[src/rtl/fb_swap_controller.sv]
// -----------------------------------------------------------------------------
// fb_swap_controller
//
// Owns the roles of NUM_BUFFERS framebuffers (display, ready, draw) and
// rotates them on the rising edge of the display vsync. Every buffer is cleared
// before it is handed to the sprite driver, and frames the display never got
// to show are counted in drop_count.
//
// NUM_BUFFERS must be 2 (double buffering) or 3 (triple buffering).
//
// Ports:
//   clock        pixel clock
//   reset_n      asynchronous, active-low reset
//   vsync        display vsync (same clock domain); rising edge is the swap point
//   frame_done   one-cycle pulse from the sprite driver: draw buffer complete
//   draw_buf     buffer the sprite driver writes
//   draw_ready   draw_buf is cleared and owned by the sprite driver
//   display_buf  buffer scanned out by the screen driver
//   clear_buf    buffer targeted by the clear sweep
//   clear_addr   clear write address
//   clear_data   clear write data (always CLEAR_COLOR)
//   clear_en     clear write strobe
//   init_busy    power-up clear of all buffers in progress
//   swap         one-cycle pulse when display_buf changes
//   drop_count   saturating count of discarded frames
// -----------------------------------------------------------------------------
module fb_swap_controller #(
  parameter int NUM_BUFFERS  = 3,
  parameter int ADDR_WIDTH   = 19,
  parameter int DATA_WIDTH   = 4,
  parameter int FB_PIXELS    = 307200,
  parameter int CLEAR_COLOR  = 0,
  parameter bit CLEAR_ENABLE = 1'b1,
  localparam int BW = (NUM_BUFFERS <= 2) ? 1 : $clog2(NUM_BUFFERS)
) (
  input  logic                  clock,
  input  logic                  reset_n,
  input  logic                  vsync,
  input  logic                  frame_done,
  output logic [BW-1:0]         draw_buf,
  output logic                  draw_ready,
  output logic [BW-1:0]         display_buf,
  output logic [BW-1:0]         clear_buf,
  output logic [ADDR_WIDTH-1:0] clear_addr,
  output logic [DATA_WIDTH-1:0] clear_data,
  output logic                  clear_en,
  output logic                  init_busy,
  output logic                  swap,
  output logic [15:0]           drop_count
);

  localparam bit                  TRIPLE    = (NUM_BUFFERS == 3);
  localparam logic [ADDR_WIDTH-1:0] LAST_ADDR = ADDR_WIDTH'(FB_PIXELS - 1);
  localparam logic [BW-1:0]       LAST_BUF  = BW'(NUM_BUFFERS - 1);

  typedef enum logic [1:0] {
    S_INIT,
    S_CLEAR,
    S_DRAW,
    S_WAIT_SWAP
  } state_t;

  state_t        state;
  logic [BW-1:0] ready_buf;
  logic          ready_valid;
  logic          vsync_q;

  // Intermediate view after frame_done has been applied. A vsync edge in the
  // same cycle works from this view, so the frame that just finished is the
  // one the swap puts on screen.
  logic          fd_accept;
  logic          fd_drop;
  logic [BW-1:0] fd_draw;
  logic [BW-1:0] fd_ready;
  logic          fd_ready_valid;
  state_t        fd_state;
  logic [BW-1:0] free_buf;
  logic          vsync_edge;
  logic          do_swap;

  assign clear_data = DATA_WIDTH'(CLEAR_COLOR);
  assign vsync_edge = vsync & ~vsync_q;

  // With three buffers and the ready slot empty, the indices in use are
  // display and draw; the remaining one is 0+1+2 minus both of them.
  always_comb begin
    free_buf = BW'(3 - int'(display_buf) - int'(draw_buf));
  end

  // frame_done is honoured only while the writer owns a cleared buffer,
  // which is exactly the DRAW state.
  always_comb begin
    fd_accept      = frame_done && (state == S_DRAW);
    fd_drop        = 1'b0;
    fd_draw        = draw_buf;
    fd_ready       = ready_buf;
    fd_ready_valid = ready_valid;
    fd_state       = state;
    if (fd_accept) begin
      fd_ready       = draw_buf;
      fd_ready_valid = 1'b1;
      if (TRIPLE) begin
        fd_state = S_CLEAR;
        if (ready_valid) begin
          // The frame waiting in the ready slot was never shown; recycle it
          // as the next draw buffer.
          fd_draw = ready_buf;
          fd_drop = 1'b1;
        end else begin
          fd_draw = free_buf;
        end
      end else begin
        fd_state = S_WAIT_SWAP;
      end
    end
  end

  always_comb begin
    do_swap = vsync_edge && (state != S_INIT) && fd_ready_valid &&
              (TRIPLE || (fd_state == S_WAIT_SWAP));
  end

  // Single state register for roles, sweep and status outputs. Swap handling
  // comes last so it overrides the frame_done updates it depends on.
  always_ff @(posedge clock or negedge reset_n) begin
    if (!reset_n) begin
      state       <= S_INIT;
      display_buf <= BW'(0);
      draw_buf    <= BW'(1);
      ready_buf   <= BW'(0);
      ready_valid <= 1'b0;
      clear_buf   <= BW'(0);
      clear_addr  <= '0;
      clear_en    <= 1'b0;
      draw_ready  <= 1'b0;
      init_busy   <= 1'b1;
      swap        <= 1'b0;
      drop_count  <= 16'd0;
      vsync_q     <= 1'b0;
    end else begin
      vsync_q <= vsync;
      swap    <= 1'b0;

      case (state)
        S_INIT: begin
          if (!CLEAR_ENABLE) begin
            state      <= S_DRAW;
            init_busy  <= 1'b0;
            draw_ready <= 1'b1;
          end else if (!clear_en) begin
            // First cycle out of reset: start the sweep at buffer 0.
            clear_en   <= 1'b1;
            clear_buf  <= BW'(0);
            clear_addr <= '0;
          end else if (clear_addr == LAST_ADDR) begin
            clear_addr <= '0;
            if (clear_buf == LAST_BUF) begin
              clear_en   <= 1'b0;
              state      <= S_DRAW;
              init_busy  <= 1'b0;
              draw_ready <= 1'b1;
            end else begin
              clear_buf <= clear_buf + BW'(1);
            end
          end else begin
            clear_addr <= clear_addr + ADDR_WIDTH'(1);
          end
        end

        S_CLEAR: begin
          if (clear_addr == LAST_ADDR) begin
            clear_en   <= 1'b0;
            clear_addr <= '0;
            state      <= S_DRAW;
            draw_ready <= 1'b1;
          end else begin
            clear_addr <= clear_addr + ADDR_WIDTH'(1);
          end
        end

        default: begin
        end
      endcase

      if (fd_accept) begin
        draw_buf    <= fd_draw;
        ready_buf   <= fd_ready;
        ready_valid <= fd_ready_valid;
        if (fd_drop && (drop_count != 16'hFFFF)) begin
          drop_count <= drop_count + 16'd1;
        end
        if (TRIPLE) begin
          if (CLEAR_ENABLE) begin
            state      <= S_CLEAR;
            clear_en   <= 1'b1;
            clear_addr <= '0;
            clear_buf  <= fd_draw;
            draw_ready <= 1'b0;
          end
        end else begin
          state      <= S_WAIT_SWAP;
          draw_ready <= 1'b0;
        end
      end

      if (do_swap) begin
        display_buf <= fd_ready;
        ready_valid <= 1'b0;
        swap        <= 1'b1;
        if (!TRIPLE) begin
          // Double buffering: the old display buffer becomes the next draw
          // buffer and must be cleared first.
          draw_buf <= display_buf;
          if (CLEAR_ENABLE) begin
            state      <= S_CLEAR;
            clear_en   <= 1'b1;
            clear_addr <= '0;
            clear_buf  <= display_buf;
            draw_ready <= 1'b0;
          end else begin
            state      <= S_DRAW;
            draw_ready <= 1'b1;
          end
        end
      end
    end
  end

endmodule

[config.mk]
export PLATFORM = sky130hd
export DESIGN_NAME = fb_swap_controller
export DESIGN_NICKNAME = d
export VERILOG_FILES = /design/src/rtl/fb_swap_controller.sv
export SDC_FILE = /design/constraint.sdc
export NUM_CORES = 1
export LEC_CHECK = 0
export CAP_MARGIN = 10
export CORE_UTILIZATION = 51
export DETAILED_ROUTE_END_ITERATION = 8
export GPL_ROUTABILITY_DRIVEN = 1
export PLACE_DENSITY = 0.87
export SYNTH_ARGS = -nofsm -noshare
export SYNTH_HDL_FRONTEND = slang
export SYNTH_SLANG_ARGS = --single-unit
[constraint.sdc]
create_clock -name clock -period 2.55 [get_ports clock]
set_input_delay 0.3825 -clock clock [delete_from_list [all_inputs] [get_ports clock]]
set_output_delay 0.3825 -clock clock [all_outputs]
set_load 0.01 [all_outputs]
# --- Word-level counts from Yosys, hierarchy flattened ---
# Cells that the tools add are included.
op_classes:
  addsub: 5
  eq_ne: 11
  muxes: 35
  bitwise_logic: 2
  n_reduce_logical: 14
ops:
  columns: ["op", "n"]
  rows:
  - ["19-bit 2-to-1 mux", 3]
  - ["19-bit case mux with 2 select lines", 1]
  - ["2-bit 2-to-1 mux", 12]
  - ["19-bit by 1-bit adder with 19-bit output (second input constant)", 1]
  - ["19-bit == test (second input constant)", 1]
  - ["16-bit by 1-bit adder with 16-bit output (second input constant)", 1]
  - ["1-bit 2-to-1 mux", 16]
  - ["16-bit inequality test (second input constant)", 1]
  - ["3-bit inequality test (second input constant)", 5]
  - ["2-bit nonzero test", 3]
  - ["5-bit AND reduction", 1]
  - ["2-bit == test (second input constant)", 2]
  - ["1-bit logical AND", 4]
  - ["1-bit case mux with 2 select lines", 2]
  - ["2-bit case mux with 2 select lines", 1]
  - ["2-bit AND reduction", 2]
  - ["4-bit AND reduction", 1]
  - ["3-bit by 1-bit inequality test with 1-bit output (second input constant)", 1]
  - ["3-bit AND reduction", 1]
  - ["3-bit nonzero test", 1]
  - ["2-bit by 1-bit adder with 2-bit output (second input constant)", 1]
  - ["2-bit by 1-bit == test with 1-bit output (second input constant)", 1]
  - ["2-bit logical NOT", 1]
  - ["2-bit subtractor", 1]
  - ["3 further kinds", 3]
word_totals:
  regBits: 51
  out_inout_bits: 49

# --- Longest topological paths before layout ---
logic_depth:
  depth_word: 6
  mapped_depth: 6

# --- Least setup slack after synthesis ---
# OpenSTA, ideal clock, no wires.
synth_path:
  kind: "reg-to-reg"
  start: "register clear_addr[14]"
  end: "register clear_buf[0]"
  setup_time_ps: 125
  arrival_time_ps: 2073
  path_slack_ps: 352
  path_stages_with_launch: 6
  path_buffers: 1
  period_less_slack_ps: 2198
  cell_sequence: "dfrtp_1 or4b_1 or4_1 buf_2 o21a_1 mux2_4"
synth_between:
  elab_chain_len: 3
synth_rtl:
  columns: ["element", "line", "source"]
  rows:
  - ["start: declaration", "44", "output logic [ADDR_WIDTH-1:0] clear_addr,"]
  - ["start signal: assignment", "166", "clear_addr <= clear_addr + ADDR_WIDTH'(1);"]
  - ["start signal: assignment", "177", "clear_addr <= clear_addr + ADDR_WIDTH'(1);"]
  - ["19-bit == test", "155", "end else if (clear_addr == LAST_ADDR) begin"]
  - ["3-bit by 1-bit inequality test with 1-bit output (no source line)", null, null]
  - ["3-bit AND reduction (no source line)", null, null]
  - ["end signal: assignment", "163", "clear_buf <= clear_buf + BW'(1);"]
  - ["end signal: assignment", "197", "clear_buf <= fd_draw;"]
  - ["end signal: assignment", "218", "clear_buf <= display_buf;"]
  - ["end: declaration", "43", "output logic [BW-1:0] clear_buf,"]
# Every way passes these cells.
# A chain may end at the register's enable or synchronous reset.

# --- Worst setup path in the final report ---
layout_path:
  start: "register clear_addr[14]"
  end: "register clear_buf[1]"
# The elaborated chain is that of the path after synthesis.

==> impl_metrics.ini <==
[global_routing]
grt_max_degree = 27
antenna_found_initial = 0
overflow = 0
grt_pass1_wl_um = 9960
grt_pass1_vias = 2122
grt_use_total_pct = 24.0

[die]
start_util_pct = 54.4
die-area_um2 = 5500
die_x_um = 74.2
core_um2 = 4880
die_h_um = 74.2
rows = 25
ioPinCount = 53

[final_layout]
fillers = 383
postLayoutCellArea_um2 = 3310
diodes = 0
layout.nets = 326
syn2layout_area_growth_pct = 24.6
drive_above_1_share_pct = 8.78
final_cell_count_no_fill = 386

[critical_path]
path_class = reg2reg
path_max_fanout = 8
endpoint_kind = flop
crit_path_start_kind = flop
required_ns = 2.75
cp.arrival_ns = 2.55

[timing]
worst_slew_pin_slew_ns = 0.807
fmax_ghz = 0.426
timing.final.hold_violations = 0
slew_violations = 0
worst_clock_skew_ns = 0.00949
rsz0062_at_grt = no
fin_crit_sh_pct = 92.0
min_period_ns = 2.35
setup_tns_ns = 0
setup_viol = 0
max-slew-margin-rel_pct = 45.7

[logic_synthesis]
ys_seq_area_share_pct = 47.2
yosysTopAreaCell = dfrtp_1
synthSimpleGateAreaFrac_pct = 20.3
yosysMostFrequentCell = dfrtp_1
synth_flop_cell = dfrtp_1
synthMuxAreaShare_pct = 3.25
ys_warn_count = 0
yosys.area_share.adder_pct = 1.89
postSynth.asyncResetShare_pct = 100
synth_xor_area_share_pct = 7.78
synth_top_family_by_area = simple AND/OR/NAND/NOR gates
synth_area_leaders = dfrtp_1 45%, xor2_1 4.6%, nand2_1 3.4%
netlist_area_um2 = 2660
synthTopCellsByCount = 48 x dfrtp_1, 24 x nand2_1, 14 x o21ai_0, 14 x xor2_1, 13 x a21oi_1
synth_top_cell_area_share_pct = 45.2
synth-edff-count = 0
postSynthAreaPerCell_um2 = 9.98
synth_compound_area_share_pct = 15.3
syn_inst = 266
yosys_register_bits = 50
synth_cell_types = 53

[clock_tree]
clkLatencyLatePin_ns = 0.31
cts_buffer_depth = 2
cts_resized = 0
cts_setup_buffers = 0
clk_pin_slew_worst_paths_ns = 0.10
htreeDepth = 2
postCtsHoldBufs = 0
cts_sinks = 50
cts_tree = done
root_buffer = clkbuf_8
numCtsBuffers = 5

[run_status]
status = finished clean

[power_and_ir_drop]
clockPowerShare_pct = 37.3
vdd_drop_max_mv = 0.225
p_switching_mw = 0.296
leakage_nw = 1.44
p_int_mw = 1.02
pwr-share-comb_pct = 2.4
p_per_area_nw_per_um2 = 398
switching_share_pct = 22.5
seqPwrFrac_pct = 60.3

[place]
hpwl_um = 4360
port_buffers = 48
placed_cell_area_um2 = 3210
dpl.cell_count = 378
gp_congestion = 0.842

[route]
route.detailed.drc = 0
routed_via_density = 5.84
ant_nets = 0
vias = 2256
wire_per_inst_um = 15.6
routed_wl_um = 6020
drt_iter0_drc = 167
firstDrtPassIters = 4

[worst_hold_path]
hold_path.class = in2async

[run]
cap_violations = 0
power by group through the flow:
stage	Sequential [mW]	Combinational, mW	Clock [mW]
2_1_floorplan	0.809	0.0127	0
5_1_grt	0.794	0.0368	0.527
4_1_cts	0.793	0.0328	0.497
6_report	0.793	0.0319	0.490
3_3_place_gp	0.809	0.0319	0
3_5_place_dp	0.809	0.0326	0
through the flow:
stage | util, % | power [mW] | hold slack (ns) | setup WS (ns)
4_1_cts | 67.8 | 1.32 | 0.0706 | 0.218
2_1_floorplan | - | 0.822 | 0.0869 | 0.352
3_3_place_gp | 65.8 | 0.841 | 0.406 | 0.227
6_report | 67.8 | 1.32 | 0.0618 | 0.204
5_1_grt | 67.8 | 1.36 | 0.0892 | 0.118
3_5_place_dp | 65.8 | 0.841 | 0.409 | 0.112
critical path: stages, from the launching register on:
cell and delay (ns):
dfrtp_1 0.45, or4b_1 0.55, or4_1 0.66, o21a_1 0.28, mux2_4 0.30
metal layers:
metal,track usage (%),up-vias,wire length (µm)
met4,10.5,0,98
met5,0,-,0
met2,38.1,76,2900
met1,32.0,1085,2690
met3,4.61,9,331
li1,-,1086,-
logic make-up (layout without fill, tap and decap cells):
family / Yosys count / count (layout)
AND/OR/NAND/NOR: 98 / 98
flip-flops: 50 / 50
AO/OA/AOI/OAI: 60 / 60
adder cells (fa/ha/maj): 4 / 4
buffers and inverters: 24 / 74
other: 1 / 4
XOR/XNOR: 22 / 22
multiplexers: 7 / 7
worst paths after layout:
check                                            from                          to  slack [ns]  cells past startpoint
max                        clear_addr[14]$_DFFE_PN0P_    clear_buf[1]$_DFFE_PN0P_        0.20                      4
min                                           reset_n  display_buf[1]$_DFFE_PN0P_        0.06                      1
max reg2reg                clear_addr[14]$_DFFE_PN0P_    clear_buf[1]$_DFFE_PN0P_        0.20                      4
min reg2reg                     init_busy$_DFFE_PN1P_       init_busy$_DFFE_PN1P_        0.47                      1
max in group asynchronous                     reset_n       init_busy$_DFFE_PN1P_        1.81                      2
min in group clock              init_busy$_DFFE_PN1P_       init_busy$_DFFE_PN1P_        0.47                      1
registers in the layout, indices dropped and copies added (netlist names):
name / cells
clear_addr: 19
swap: 1
display_buf: 2
state: 2
init_busy: 1
ready_valid: 1
clear_buf: 2
ready_buf: 2
draw_buf: 2
clear_en: 1
drop_count: 16
vsync_q: 1
final cells by class:
| cell class | instances | area (µm²) | area share, % |
|---|---|---|---|
| repair buffers | 56 | 536 | 16.2 |
| multi-input cells | 195 | 1300 | 39.4 |
| inverters | 10 | 37.5 | 1.13 |
| flip-flops and latches | 50 | 1250 | 37.9 |
| well taps | 67 | 83.8 | 2.53 |
| clock buffers | 6 | 82.6 | 2.50 |
| clock inverters | 2 | 12.5 | 0.378 |
cells in the final DEF, fill, tap and decap left out, types with 5 or more instances in the layout:
master	count
a2111oi_0	5
a21oi_1	13
buf_4	8
clkbuf_8	6
clkdlybuf4s50_1	47
dfrtp_1	48
inv_1	10
mux2_2	5
nand2_1	24
nand2b_1	5
nand3_1	10
nand4_1	9
nor2_1	12
nor4_1	7
o21ai_0	14
or4_1	7
xnor2_1	7
xor2_1	14
(Power assumes the default switching activity.)
